File: src/rtl/bmem_arbiter_pkg.sv
// Shared sizing, FSM state type and address helper for the bmem arbiter.
// Used by bmem_arbiter and bmem_arb_picker.
package bmem_arbiter_pkg;

  localparam int unsigned LINE_WIDTH       = 256;
  localparam int unsigned BEAT_WIDTH       = 64;
  localparam int unsigned BMEM_BEATS       = LINE_WIDTH / BEAT_WIDTH;
  localparam int unsigned LINE_OFFSET_BITS = 5;
  localparam int unsigned ADDR_WIDTH       = 32;
  localparam int unsigned NUM_PORTS        = 2;
  localparam int unsigned CNT_WIDTH        = $clog2(BMEM_BEATS);

  typedef enum logic [2:0] {
    IDLE,
    RD_REQ,
    RD_WAIT,
    WR_BURST,
    RESP
  } arb_state_t;

  // Clears the byte-in-line offset so every burst starts on a line boundary.
  function automatic logic [ADDR_WIDTH-1:0] line_align(input logic [ADDR_WIDTH-1:0] addr);
    return {addr[ADDR_WIDTH-1:LINE_OFFSET_BITS], {LINE_OFFSET_BITS{1'b0}}};
  endfunction

endpackage

File: src/rtl/bmem_arb_picker.sv
// Winner select between the two cache ports, holding the last-grant pointer.
// BMEM_ARB_RR_EN defined: round-robin on ties; undefined: port 1 always wins ties.
module bmem_arb_picker
  import bmem_arbiter_pkg::*;
(
  input  logic                 clk,
  input  logic                 rst,
  input  logic [NUM_PORTS-1:0] rd_req,
  input  logic [NUM_PORTS-1:0] wr_req,
  input  logic                 take,
  output logic                 any_c,
  output logic                 winner_c
);

  logic [NUM_PORTS-1:0] req;

  assign req   = rd_req | wr_req;
  assign any_c = |req;

`ifdef BMEM_ARB_RR_EN
  logic last;

  // Reset to port 1 so that port 0 takes the first tie.
  always_ff @(posedge clk) begin
    if (rst) begin
      last <= 1'b1;
    end else if (take) begin
      last <= winner_c;
    end
  end

  assign winner_c = (req == 2'b11) ? ~last : req[1];
`else
  logic unused_rr;

  assign unused_rr = ^{clk, rst, take};
  assign winner_c  = req[1];
`endif

endmodule

File: src/rtl/bmem_arbiter.sv
// Shares the single bmem port between icache (port 0) and dcache (port 1), one line at a time.
// Arbitration mode follows BMEM_ARB_RR_EN (see bmem_arb_picker); default build is fixed priority.
module bmem_arbiter
  import bmem_arbiter_pkg::*;
(
  input  logic                  clk,
  input  logic                  rst,
  input  logic [ADDR_WIDTH-1:0] dfp_addr  [NUM_PORTS],
  input  logic [NUM_PORTS-1:0]  dfp_read,
  input  logic [NUM_PORTS-1:0]  dfp_write,
  input  logic [LINE_WIDTH-1:0] dfp_wdata [NUM_PORTS],
  output logic [LINE_WIDTH-1:0] dfp_rdata,
  output logic [NUM_PORTS-1:0]  dfp_resp,
  output logic [ADDR_WIDTH-1:0] bmem_addr,
  output logic                  bmem_read,
  output logic                  bmem_write,
  output logic [BEAT_WIDTH-1:0] bmem_wdata,
  input  logic                  bmem_ready,
  input  logic [ADDR_WIDTH-1:0] bmem_raddr,
  input  logic [BEAT_WIDTH-1:0] bmem_rdata,
  input  logic                  bmem_rvalid
);

  localparam logic [CNT_WIDTH-1:0] LAST_BEAT = CNT_WIDTH'(BMEM_BEATS - 1);

  arb_state_t            state, state_d;
  logic [CNT_WIDTH-1:0]  cnt, cnt_d;
  logic                  port_q, port_d;
  logic [LINE_WIDTH-1:0] wdata_q, wdata_d;
  logic [ADDR_WIDTH-1:0] addr_d;
  logic                  read_d, write_d;
  logic [BEAT_WIDTH-1:0] bwdata_d;
  logic [NUM_PORTS-1:0]  resp_d;
  logic [LINE_WIDTH-1:0] rdata_d;
  logic                  take_c, any_c, winner_c;
  logic                  beat_hit_c;
  logic                  unused_bits;

  assign unused_bits = ^{bmem_raddr[LINE_OFFSET_BITS-1:0],
                         dfp_addr[0][LINE_OFFSET_BITS-1:0],
                         dfp_addr[1][LINE_OFFSET_BITS-1:0]};

  bmem_arb_picker u_picker (
    .clk      (clk),
    .rst      (rst),
    .rd_req   (dfp_read),
    .wr_req   (dfp_write),
    .take     (take_c),
    .any_c    (any_c),
    .winner_c (winner_c)
  );

  // Returned beat belongs to the outstanding line only if its line address matches.
  assign beat_hit_c = bmem_rvalid &&
                      (bmem_raddr[ADDR_WIDTH-1:LINE_OFFSET_BITS] == bmem_addr[ADDR_WIDTH-1:LINE_OFFSET_BITS]);

  always_comb begin
    state_d  = state;
    cnt_d    = cnt;
    port_d   = port_q;
    wdata_d  = wdata_q;
    addr_d   = bmem_addr;
    read_d   = 1'b0;
    write_d  = 1'b0;
    bwdata_d = bmem_wdata;
    resp_d   = '0;
    rdata_d  = dfp_rdata;
    take_c   = 1'b0;
    unique case (state)
      IDLE: begin
        if (any_c) begin
          take_c  = 1'b1;
          port_d  = winner_c;
          addr_d  = line_align(dfp_addr[winner_c]);
          wdata_d = dfp_wdata[winner_c];
          cnt_d   = '0;
          // A port raising read and write together is treated as a write.
          if (dfp_write[winner_c]) begin
            state_d  = WR_BURST;
            write_d  = 1'b1;
            bwdata_d = dfp_wdata[winner_c][BEAT_WIDTH-1:0];
          end else begin
            state_d = RD_REQ;
            read_d  = 1'b1;
          end
        end
      end
      RD_REQ: begin
        if (bmem_ready) begin
          state_d = RD_WAIT;
        end else begin
          read_d = 1'b1;
        end
      end
      RD_WAIT: begin
        if (beat_hit_c) begin
          rdata_d[32'(cnt) * BEAT_WIDTH +: BEAT_WIDTH] = bmem_rdata;
          cnt_d = cnt + CNT_WIDTH'(1);
          if (cnt == LAST_BEAT) begin
            state_d        = RESP;
            resp_d[port_q] = 1'b1;
          end
        end
      end
      WR_BURST: begin
        write_d = 1'b1;
        if (bmem_ready) begin
          cnt_d    = cnt + CNT_WIDTH'(1);
          bwdata_d = wdata_q[32'(cnt_d) * BEAT_WIDTH +: BEAT_WIDTH];
          if (cnt == LAST_BEAT) begin
            state_d        = RESP;
            write_d        = 1'b0;
            resp_d[port_q] = 1'b1;
          end
        end
      end
      RESP: begin
        state_d = IDLE;
      end
      default: begin
        state_d = IDLE;
      end
    endcase
  end

  always_ff @(posedge clk) begin
    if (rst) begin
      state      <= IDLE;
      cnt        <= '0;
      port_q     <= 1'b0;
      wdata_q    <= '0;
      bmem_addr  <= '0;
      bmem_read  <= 1'b0;
      bmem_write <= 1'b0;
      bmem_wdata <= '0;
      dfp_resp   <= '0;
      dfp_rdata  <= '0;
    end else begin
      state      <= state_d;
      cnt        <= cnt_d;
      port_q     <= port_d;
      wdata_q    <= wdata_d;
      bmem_addr  <= addr_d;
      bmem_read  <= read_d;
      bmem_write <= write_d;
      bmem_wdata <= bwdata_d;
      dfp_resp   <= resp_d;
      dfp_rdata  <= rdata_d;
    end
  end

  always_ff @(posedge clk) begin
    if (!rst) begin
      assert (!(|(dfp_read & dfp_write)))
        else $error("bmem_arbiter: a port raised dfp_read and dfp_write together");
    end
  end

endmodule

File: config.mk
export PLATFORM = sky130hd
export DESIGN_NAME = bmem_arbiter
export DESIGN_NICKNAME = d
export VERILOG_FILES = /design/src/rtl/bmem_arbiter_pkg.sv /design/src/rtl/bmem_arb_picker.sv /design/src/rtl/bmem_arbiter.sv
export SDC_FILE = /design/constraint.sdc
export NUM_CORES = 1
export LEC_CHECK = 0
export CORE_AREA = 2 2 399 401
export CTS_CLUSTER_DIAMETER = 80
export DETAILED_ROUTE_END_ITERATION = 10
export DIE_AREA = 0 0 401 403
export MAX_ROUTING_LAYER = met4
export PLACE_DENSITY_LB_ADDON = 0.15
export REMOVE_ABC_BUFFERS = 1
export SLEW_MARGIN = 5
export SYNTH_ARGS = -nofsm -noshare
export SYNTH_HDL_FRONTEND = slang
export SYNTH_HIERARCHICAL = 1
export SYNTH_SLANG_ARGS = --single-unit
File: constraint.sdc
create_clock -name clk -period 3.8 [get_ports clk]
set_clock_uncertainty 0.15 [all_clocks]
set_input_delay 0.57 -clock clk [delete_from_list [all_inputs] [get_ports clk]]
set_output_delay 0.57 -clock clk [all_outputs]
set_load 0.02 [all_outputs]
==> flow_summary.toml <==
[clock_tree]
clk_latency_ns = 0.67
cts_buffers = 80
cts_sinks = 613
cts-resized-gates = 0
htreeDepth = 3
cts_setup_buffers = 0
clkTransAtPathRegs_ns = 0.06
ctsHoldBuffers = 0
cts_root_buffer = "clkbuf_16"
cts_tree = "yes"
clockBufferDepth = 3

[floorplanning]
die_y_um = 403
dieWidth_um = 401
die_area_um2 = 162000
rows = 146
coreArea_um2 = 157000
io_pins = 1036
initial_core_util_pct = 17.5

[worst_setup_path]
rr_startpoint = "bmem_addr[20]"
slowest_delay_ns = 0.58
crit_buf_inv = 3
rr_worst_depth = 8
cp-end-kind = "flop"
path_cells = "xnor2_1 -> nand4_1 -> buf_4 -> buf_4 -> or4_2 -> buf_12 -> o21ai_0 -> a21oi_1"
criticalPathCategory = "flop to flop"
cp_data_arrival_time_ns = 3.58
cp_max_fo = 64
crit_required_ns = 4.14
r2r_end = "dfp_rdata[140]"
worstSetupStartpointType = "flop"
r2r_setup_slack_ns = 0.56
crit_slowest_cell = "or4_2"
cp.depth = 8
crit_family = "simple AND/OR/NAND/NOR gates"
cpMostUsedCell = "buf_4"

[drt]
ant_nets = 0
wire_per_inst_um = 23.6
avgViaCountPerCell = 4.45
drt_first_pass_iters = 5
drtIter0Drc = 1317
vias = 26967
wl_um = 143000
drc = 0

[layout]
finalNetCount = 4569
fillerInstances = 16967
multi_input_area_um2 = 13800
finalInstanceArea_um2 = 43200
layout-drive-gt1-share_pct = 8.53
final-seq-area_um2 = 12300
syn_to_final_growth_pct = 56.8

[sta]
slew_headroom_pct = 37.1
finalHoldViolCount = 0
finalSetupViolations = 0
max_freq_ghz = 0.308
finalCritPeriodShare_pct = 85.3
min_period_ns = 3.24
setup_tns_ns = 0
slew_violations = 0
worst_pin_slew_ns = 0.944
rsz0062_at_grt = "false"

[run]
max_cap_violations = 0

[yosys]
ys_types = 42
ys_seq_area_share_pct = 44.6
synth.avg_cell_area_um2 = 9.14
synth_cells = 3013
yosysWarnings = 6
synthTopCellsByArea = "dfxtp_1 (45%), mux2i_1 (10%), a211oi_1 (7.7%)"
synth_top_area_share_pct = 44.6
synth-seq-cells = 613
syn_area_um2 = 27500
synth_top_cell_by_area = "dfxtp_1"

[grt]
grt_pass1_wl_um = 200000
grtUsageTotal_pct = 17.5
grt_pass1_vias = 27016
overflow = 0
antenna_found_initial = 73
grt_max_degree = 157

[power_and_ir_drop]
power_density_nw_per_um2 = 532
ir_drop_uv = 378
total_leakage_power_uw = 0.0157

[placed_design]
dp_hpwl_um = 105000
numPortBuffers = 1015
gp_congestion = 0.799
dpl_cell_area_um2 = 40400

[worst_hold_path]
hp-start = "rst"
min_to = "dfp_rdata[91]"
worstHoldPathCells = 2
hold_class = "primary input to flop"

[status]
status = "finished clean"
==> how the worst max path moves through the flow <==
| stage | startpoint | to | slack (ns) |
|---|---|---|---|
| 6_report | bmem_addr[20] | dfp_rdata[140] | 0.56 |
| 3_5_place_dp | bmem_raddr[24] | dfp_rdata[140] | 0.07 |
| 4_1_cts | bmem_addr[22] | dfp_rdata[106] | 0.54 |
| 2_1_floorplan | dfp_read[1] | port_q | -26.99 |
| 3_3_place_gp | bmem_raddr[24] | dfp_rdata[170] | 0.07 |
| 5_1_grt | bmem_addr[22] | dfp_rdata[106] | 0.35 |
==> cells by family after synthesis <==
family                   synth area share [%]
buffers and inverters                    5.50
AO/OA/AOI/OAI                            20.2
flip-flops                               44.6
multiplexers                             15.7
other                                  0.0136
AND/OR/NAND/NOR                          12.9
XOR/XNOR                                0.859
adder cells (fa/ha/maj)                 0.273
==> stage by stage <==
step	total power, µW	hold WS, ns	utilization [%]	cells	worst slack, ns
CTS	23400	0.231	27.3	6013	0.541
finish	23000	0.247	27.4	6066	0.558
detailed placement	15600	0.289	25.7	5873	0.0672
floorplan	9360	0.264	-	2665	-26.99
global route	24300	0.237	27.4	6064	0.352
global placement	15500	0.288	25.7	5873	0.0741
==> cell usage in the layout, fill, tap and decap left out, types with 27 or more instances in the layout <==
cell type,instances
nor2_1,290
clkbuf_16,80
o21ai_0,216
dfxtp_1,612
mux4_2,64
buf_12,52
xnor2_1,27
buf_4,69
mux2i_1,286
clkdlybuf4s50_1,1014
diode_2,53
nand2_1,135
o21ai_1,41
a21oi_1,326
o211ai_1,64
a211oi_1,283
nand4_1,263
==> routing by layer <==
metal  vias up  GRT usage, %  part of all wire (%)
met2       957          28.8                    48
met3       198          6.30                   8.7
met4         0          6.30                   3.1
met5         -             -                     0
met1     12781          19.4                    40
li1      13031             -                     -
==> state kept, by name (all words and copies together), names as in the netlist <==
register,cells
dfp_rdata,256
bmem_write,1
cnt,2
port_q,1
bmem_wdata,64
dfp_resp,2
bmem_read,1
wdata_q,256
state,3
bmem_addr,27
==> synthesized netlist by cell type <==
master / n
ha_1: 6
o211ai_1: 64
a21oi_2: 1
nor4_2: 1
nand4_1: 263
nor3b_1: 5
dfxtp_1: 613
a31oi_1: 2
inv_1: 3
or2_1: 1
conb_1: 1
o21ai_0: 216
nand2b_1: 5
or3_1: 1
xnor2_1: 27
nand2_1: 135
nand3_1: 1
buf_4: 8
mux2_2: 1
nor3b_4: 1
o21ai_1: 41
buf_1: 25
o41ai_1: 1
nor4_4: 4
a21o_1: 2
nor2_1: 290
a211oi_1: 283
nor3_1: 4
nand3b_1: 1
nor4b_1: 1
clkbuf_2: 3
nand2_2: 1
nor4_1: 2
or4_1: 6
mux4_2: 64
clkbuf_1: 253
buf_2: 52
or3b_1: 1
o21bai_1: 1
mux2i_1: 286
a21oi_1: 326
buf_6: 11
==> power breakdown <==
group	switching (µW)	internal, µW
Sequential	688	7620
Combinational	3940	3090
Clock	3220	4400
Total	7850	15100
==> layout make-up <==
type                            count  area share (%)
Multi-Input combinational cell   2049            32.1
Sequential cell                   613            28.4
Timing Repair Buffer             1136            27.2
Tap cell                         2072            6.00
Clock buffer                      108            5.23
Clock inverter                     32           0.785
Antenna cell                       53           0.307
Inverter                            3          0.0261
(Power assumes the default switching activity.)
